[config.mk]
export PLATFORM = sky130hd
export DESIGN_NAME = axi_slv_wr
export DESIGN_NICKNAME = d
export VERILOG_FILES = /design/src/rtl/axi_slv_wr.sv
export SDC_FILE = /design/constraint.sdc
export NUM_CORES = 1
export LEC_CHECK = 0
export ABC_AREA = 1
export CORE_ASPECT_RATIO = 1.25
export CORE_UTILIZATION = 25
export DETAILED_ROUTE_END_ITERATION = 6
export PLACE_DENSITY = 0.61
export SYNTH_ARGS = -nofsm -noshare
export SYNTH_HDL_FRONTEND = slang
export SYNTH_SLANG_ARGS = --single-unit
[constraint.sdc]
create_clock -name clk -period 3.7 [get_ports clk]
set_input_delay 0.74 -clock clk [delete_from_list [all_inputs] [get_ports clk]]
set_output_delay 0.74 -clock clk [all_outputs]
set_load 0.05 [all_outputs]
[src/rtl/axi_slv_wr.sv]
// AXI write-only slave with one outstanding burst, backed by a byte-writable word memory.
// Optional build macro AXI_SLV_WR_WLAST_CHK_EN: wlast disagreeing with awlen ends the burst with SLVERR.

`ifndef AXI_ID_WIDTH
`define AXI_ID_WIDTH 4
`endif
`ifndef AXI_ADDR_WIDTH
`define AXI_ADDR_WIDTH 32
`endif
`ifndef AXI_LEN_WIDTH
`define AXI_LEN_WIDTH 8
`endif
`ifndef AXI_SIZE_WIDTH
`define AXI_SIZE_WIDTH 3
`endif
`ifndef AXI_BURST_WIDTH
`define AXI_BURST_WIDTH 2
`endif
`ifndef AXI_USER_WIDTH
`define AXI_USER_WIDTH 4
`endif
`ifndef AXI_DATA_WIDTH
`define AXI_DATA_WIDTH 32
`endif
`ifndef AXI_RESP_WIDTH
`define AXI_RESP_WIDTH 2
`endif

module axi_slv_wr #(
  parameter int MEM_DEPTH = 64
) (
  input  logic                         clk,
  input  logic                         rst,
  input  logic [`AXI_ID_WIDTH-1:0]     axi_slv_awid,
  input  logic [`AXI_ADDR_WIDTH-1:0]   axi_slv_awaddr,
  input  logic [`AXI_LEN_WIDTH-1:0]    axi_slv_awlen,
  input  logic [`AXI_SIZE_WIDTH-1:0]   axi_slv_awsize,
  input  logic [`AXI_BURST_WIDTH-1:0]  axi_slv_awburst,
  input  logic [`AXI_USER_WIDTH-1:0]   axi_slv_awuser,
  input  logic                         axi_slv_awvalid,
  output logic                         axi_slv_awready,
  input  logic [`AXI_DATA_WIDTH-1:0]   axi_slv_wdata,
  input  logic [`AXI_DATA_WIDTH/8-1:0] axi_slv_wstrb,
  input  logic                         axi_slv_wlast,
  input  logic [`AXI_USER_WIDTH-1:0]   axi_slv_wuser,
  input  logic                         axi_slv_wvalid,
  output logic                         axi_slv_wready,
  output logic [`AXI_ID_WIDTH-1:0]     axi_slv_bid,
  output logic [`AXI_RESP_WIDTH-1:0]   axi_slv_bresp,
  output logic [`AXI_USER_WIDTH-1:0]   axi_slv_buser,
  output logic                         axi_slv_bvalid,
  input  logic                         axi_slv_bready
);

  // state | meaning
  // IDLE  | awready high, waiting for a write address
  // WDATA | accepting write beats of the latched burst
  // BRESP | presenting the write response until bready

  localparam int AW       = `AXI_ADDR_WIDTH;
  localparam int LW       = `AXI_LEN_WIDTH;
  localparam int SW       = `AXI_SIZE_WIDTH;
  localparam int RW       = `AXI_RESP_WIDTH;
  localparam int STRB_W   = `AXI_DATA_WIDTH / 8;
  localparam int ADDR_LSB = $clog2(STRB_W);
  localparam int IDX_W    = $clog2(MEM_DEPTH);

  localparam logic [SW-1:0] MAX_SIZE = SW'(ADDR_LSB);
  localparam logic [RW-1:0] OKAY     = RW'(0);
  localparam logic [RW-1:0] SLVERR   = RW'(2);

  typedef enum logic [1:0] {IDLE, WDATA, BRESP} state_t;

  state_t                       state, state_nxt;
  logic [`AXI_ID_WIDTH-1:0]     id_q;
  logic [AW-1:0]                addr_q, addr_nxt, step, wrap_mask;
  logic [LW-1:0]                len_q, beat_q;
  logic [SW-1:0]                size_q;
  logic [`AXI_BURST_WIDTH-1:0]  burst_q;
  logic [`AXI_USER_WIDTH-1:0]   user_q;
  logic                         err_q;
  logic [RW-1:0]                resp_q;
  logic                         aw_hs, w_hs, last_beat, beat_end, wlast_err;
  logic [IDX_W-1:0]             idx;
  logic                         unused_sig;

  logic [`AXI_DATA_WIDTH-1:0]   mem [MEM_DEPTH];

  always_ff @(posedge clk) begin
    if (rst) state <= IDLE;
    else     state <= state_nxt;
  end

  always_comb begin
    state_nxt       = state;
    axi_slv_awready = 1'b0;
    axi_slv_wready  = 1'b0;
    axi_slv_bvalid  = 1'b0;
    last_beat       = (beat_q == len_q);
`ifdef AXI_SLV_WR_WLAST_CHK_EN
    beat_end  = last_beat || axi_slv_wlast;
    wlast_err = axi_slv_wlast != last_beat;
`else
    beat_end  = last_beat;
    wlast_err = 1'b0;
`endif
    unique case (state)
      IDLE: begin
        axi_slv_awready = !rst;
        if (axi_slv_awvalid && !rst) state_nxt = WDATA;
      end
      WDATA: begin
        axi_slv_wready = !rst;
        if (axi_slv_wvalid && beat_end) state_nxt = BRESP;
      end
      BRESP: begin
        axi_slv_bvalid = 1'b1;
        if (axi_slv_bready) state_nxt = IDLE;
      end
      default: state_nxt = IDLE;
    endcase
    aw_hs = axi_slv_awvalid && axi_slv_awready;
    w_hs  = axi_slv_wvalid && axi_slv_wready;
  end

  // WRAP lengths are 2/4/8/16 beats, so the wrap window is a power-of-two mask
  always_comb begin
    step      = AW'(1) << size_q;
    wrap_mask = ((AW'(len_q) + AW'(1)) << size_q) - AW'(1);
    unique case (burst_q)
      2'b00:   addr_nxt = addr_q;
      2'b10:   addr_nxt = (addr_q & ~wrap_mask) | ((addr_q + step) & wrap_mask);
      default: addr_nxt = addr_q + step;
    endcase
  end

  always_ff @(posedge clk) begin
    if (rst) begin
      id_q    <= '0;
      addr_q  <= '0;
      len_q   <= '0;
      size_q  <= '0;
      burst_q <= '0;
      user_q  <= '0;
      beat_q  <= '0;
      err_q   <= 1'b0;
      resp_q  <= OKAY;
    end else begin
      if (aw_hs) begin
        id_q    <= axi_slv_awid;
        addr_q  <= axi_slv_awaddr;
        len_q   <= axi_slv_awlen;
        size_q  <= axi_slv_awsize;
        burst_q <= axi_slv_awburst;
        user_q  <= axi_slv_awuser;
        beat_q  <= '0;
        err_q   <= (axi_slv_awburst == 2'b11) || (axi_slv_awsize > MAX_SIZE);
      end
      if (w_hs) begin
        beat_q <= beat_q + LW'(1);
        addr_q <= addr_nxt;
        if (beat_end) resp_q <= (err_q || wlast_err) ? SLVERR : OKAY;
      end
    end
  end

  assign idx = addr_q[ADDR_LSB +: IDX_W];

  // memory is deliberately left out of reset
  always_ff @(posedge clk) begin
    if (w_hs && !err_q) begin
      for (int i = 0; i < STRB_W; i++) begin
        if (axi_slv_wstrb[i]) mem[idx][8*i +: 8] <= axi_slv_wdata[8*i +: 8];
      end
    end
  end

  assign axi_slv_bid   = id_q;
  assign axi_slv_buser = user_q;
  assign axi_slv_bresp = resp_q;

  assign unused_sig = ^{axi_slv_wuser, axi_slv_wlast};

endmodule

==> flow_summary.yaml <==
run_status:
  status: "completed"
hold_path:
  min-delay-start: "axi_slv_bresp[1]$_SDFFE_PP0P_"
  min_to: "axi_slv_bresp[1]$_SDFFE_PP0P_"
  hp-class: "register to register"
  hold_depth: 2
flow_run:
  drv_cap: 0
power:
  leakage_nw: 0.805
  fin_total_pwr_mw: 0.818
  cellPowerDensity_nw_per_um2: 440
  ir_drop_mv: 0.145
sta:
  slew_headroom_pct: 59.3
  final-hold-violation-count: 0
  min_period_over_period_pct: 85.8
  fin_tns_setup_ns: 0
  drv_slew: 0
  finClkSkew_ns: 0.00239
  rsz0062_at_grt: "no"
  worstMarginPinSlew_ns: 0.609
  max_freq_mhz: 315
  fin_crit_ns: 3.18
  fin_hold_ws_ns: 0.470
  setup_violations: 0
cts:
  cts_tree: "done"
  clk_latency_ns: 0.28
  cts_resized: 0
  post_cts_buffers: 0
  cts_root_buf: "clkbuf_8"
  postCtsHoldBufs: 0
  clock_path_buffers: 2
  clkTransAtPathRegs_ns: 0.09
  clock-sinks: 28
  numCtsBuffers: 3
  cts.htree.levels: 1
placed_design:
  port_buffers: 37
  post_dp_cell_area_um2: 1790
  dp_hpwl_um: 2300
  gp_congestion: 0.795
global_route:
  grtUsageTotal_pct: 11.8
  grt_pass1_wl_um: 5240
  grt_pass1_vias: 1244
  antenna_found_initial: 0
  grt_overflow: 0
  grt_max_degree: 27
worst_setup_path:
  arrival_ns: 2.44
  rr_endpoint: "beat_q[1]$_SDFFE_PP0P_"
  crit_path_end_kind: "primary output"
  start_kind: "input pin"
  reg2regPathDepth: 7
  r2r-start: "state[1]$_SDFFE_PP0P_"
  path_class: "input pin to primary output"
  rrSetupSlack_ns: 2.16
  worstPathRequired_ns: 2.96
  path_max_fanout: 4
route:
  drtIter0Drc: 34
  viasPerCell: 4.45
  detail-route-antenna-nets: 0
  drc: 0
  detail_route.wl_per_cell_um: 10.2
  vias: 1323
  routed_wl_um: 3030
  drtPass1Iterations: 4
cells_and_area:
  layout_common_cells: "nand2_1, clkdlybuf4s50_1, dfxtp_1"
  fillers: 577
  syn_to_final_growth_pct: 34.2
  drive_gt1_share_pct: 7.23
  seqCellArea_um2: 561
  multi_input_area_um2: 688
  fin_area_um2: 1860
  nNetsFinal: 336
  final_common_cell: "nand2_1"
  diodes: 0
synth:
  synthCells: 200
  ys_seq_elements: 28
  synth_seq_area_share_pct: 40.5
  syn-mean-instance-area_um2: 6.93
  synth_cell_types: 32
  yosys_warnings: 0
  synth.cell_area_um2: 1390
  synth_nets: 300
die:
  die_x_um: 68.6
  start_util_pct: 26.7
  pin_count: 112
  core_area_um2: 5190
  die_y_um: 85.2
  die-area_um2: 5840
  rows: 29
## cell type report
type                       instances  share of cell area, %
multi-input combinational        144                   37.0
sequential                        28                   30.1
timing repair buffer              38                   20.3
inverter                          21                   4.51
tap                               62                   4.17
clock buffer                       3                   2.22
clock inverter                     1                   1.62
## critical path, stage by stage
cell,delay (ns)
clkdlybuf4s50_1,0.55
nor3_4,0.30
clkdlybuf4s50_1,0.85
## synth_stat cells, drive strengths merged
master | instances | area, um^2
a21boi | 1 | 7.51
nor2 | 22 | 92.6
inv | 20 | 75.1
o21ai | 10 | 50.1
a21oi | 14 | 77.6
buf | 6 | 48.8
nand3 | 18 | 90.1
a22oi | 1 | 12.5
nand2 | 65 | 254
o22ai | 1 | 6.26
a31oi | 1 | 6.26
or2 | 2 | 15.0
xor2 | 1 | 8.76
conb | 1 | 3.75
clkinv | 1 | 8.76
nor3 | 2 | 21.3
clkbuf | 1 | 3.75
nand4 | 2 | 12.5
a22o | 1 | 8.76
a221oi | 1 | 8.76
dfxtp | 28 | 561
ha | 1 | 12.5
## report_power, final
part | switching (mW) | total, mW | internal [mW]
Clock | 0.0957 | 0.241 | 0.145
Sequential | 0.0179 | 0.347 | 0.329
Combinational | 0.141 | 0.230 | 0.0896
Total | 0.254 | 0.818 | 0.563
## metrics by stage
step / cells / setup WS [ns] / utilization, %
after floorplan: 200 / 1.56 / -
after global placement: 293 / 0.493 / 34.5
after detailed placement: 293 / 0.508 / 34.5
after CTS: 297 / 0.504 / 35.8
after global routing: 297 / 0.468 / 35.8
final: 297 / 0.524 / 35.8
## worst max path at each step
| stage | from | endpoint | slack [ns] | depth (start not counted) |
|---|---|---|---|---|
| after global routing | rst | axi_slv_wready | 0.47 | 3 |
| after CTS | rst | axi_slv_wready | 0.50 | 3 |
| after global placement | rst | axi_slv_wready | 0.49 | 3 |
| after detailed placement | rst | axi_slv_wready | 0.51 | 3 |
| after floorplan | rst | axi_slv_wready | 1.56 | 2 |
| final | rst | axi_slv_wready | 0.52 | 3 |
## sequential cells by signal, indices dropped and copies added (netlist names)
name           cells
beat_q             8
len_q              8
axi_slv_bid        4
axi_slv_buser      4
state              2
axi_slv_bresp      1
err_q              1
## cells by family (layout without fill, tap and decap cells)
| kind of cell | after synthesis | in the layout | synth area share [%] |
|---|---|---|---|
| AO/OA/AOI/OAI | 30 | 30 | 12.8 |
| XOR/XNOR | 1 | 1 | 0.632 |
| adder cells (fa/ha/maj) | 1 | 1 | 0.903 |
| buffers and inverters | 28 | 63 | 9.85 |
| flip-flops | 28 | 28 | 40.5 |
| other | 1 | 1 | 0.271 |
| AND/OR/NAND/NOR | 111 | 111 | 35.1 |
## metal layers
metal	wire (um)	part of all wire, %	up-vias	GRT usage (%)
met3	118	3.9	7	2.28
met2	1540	51	24	20.4
met4	59	2.0	0	4.55
li1	-	-	707	-
met5	0	0	-	0
met1	1310	43	585	13.7
Power figures use the tool's default switching activity.
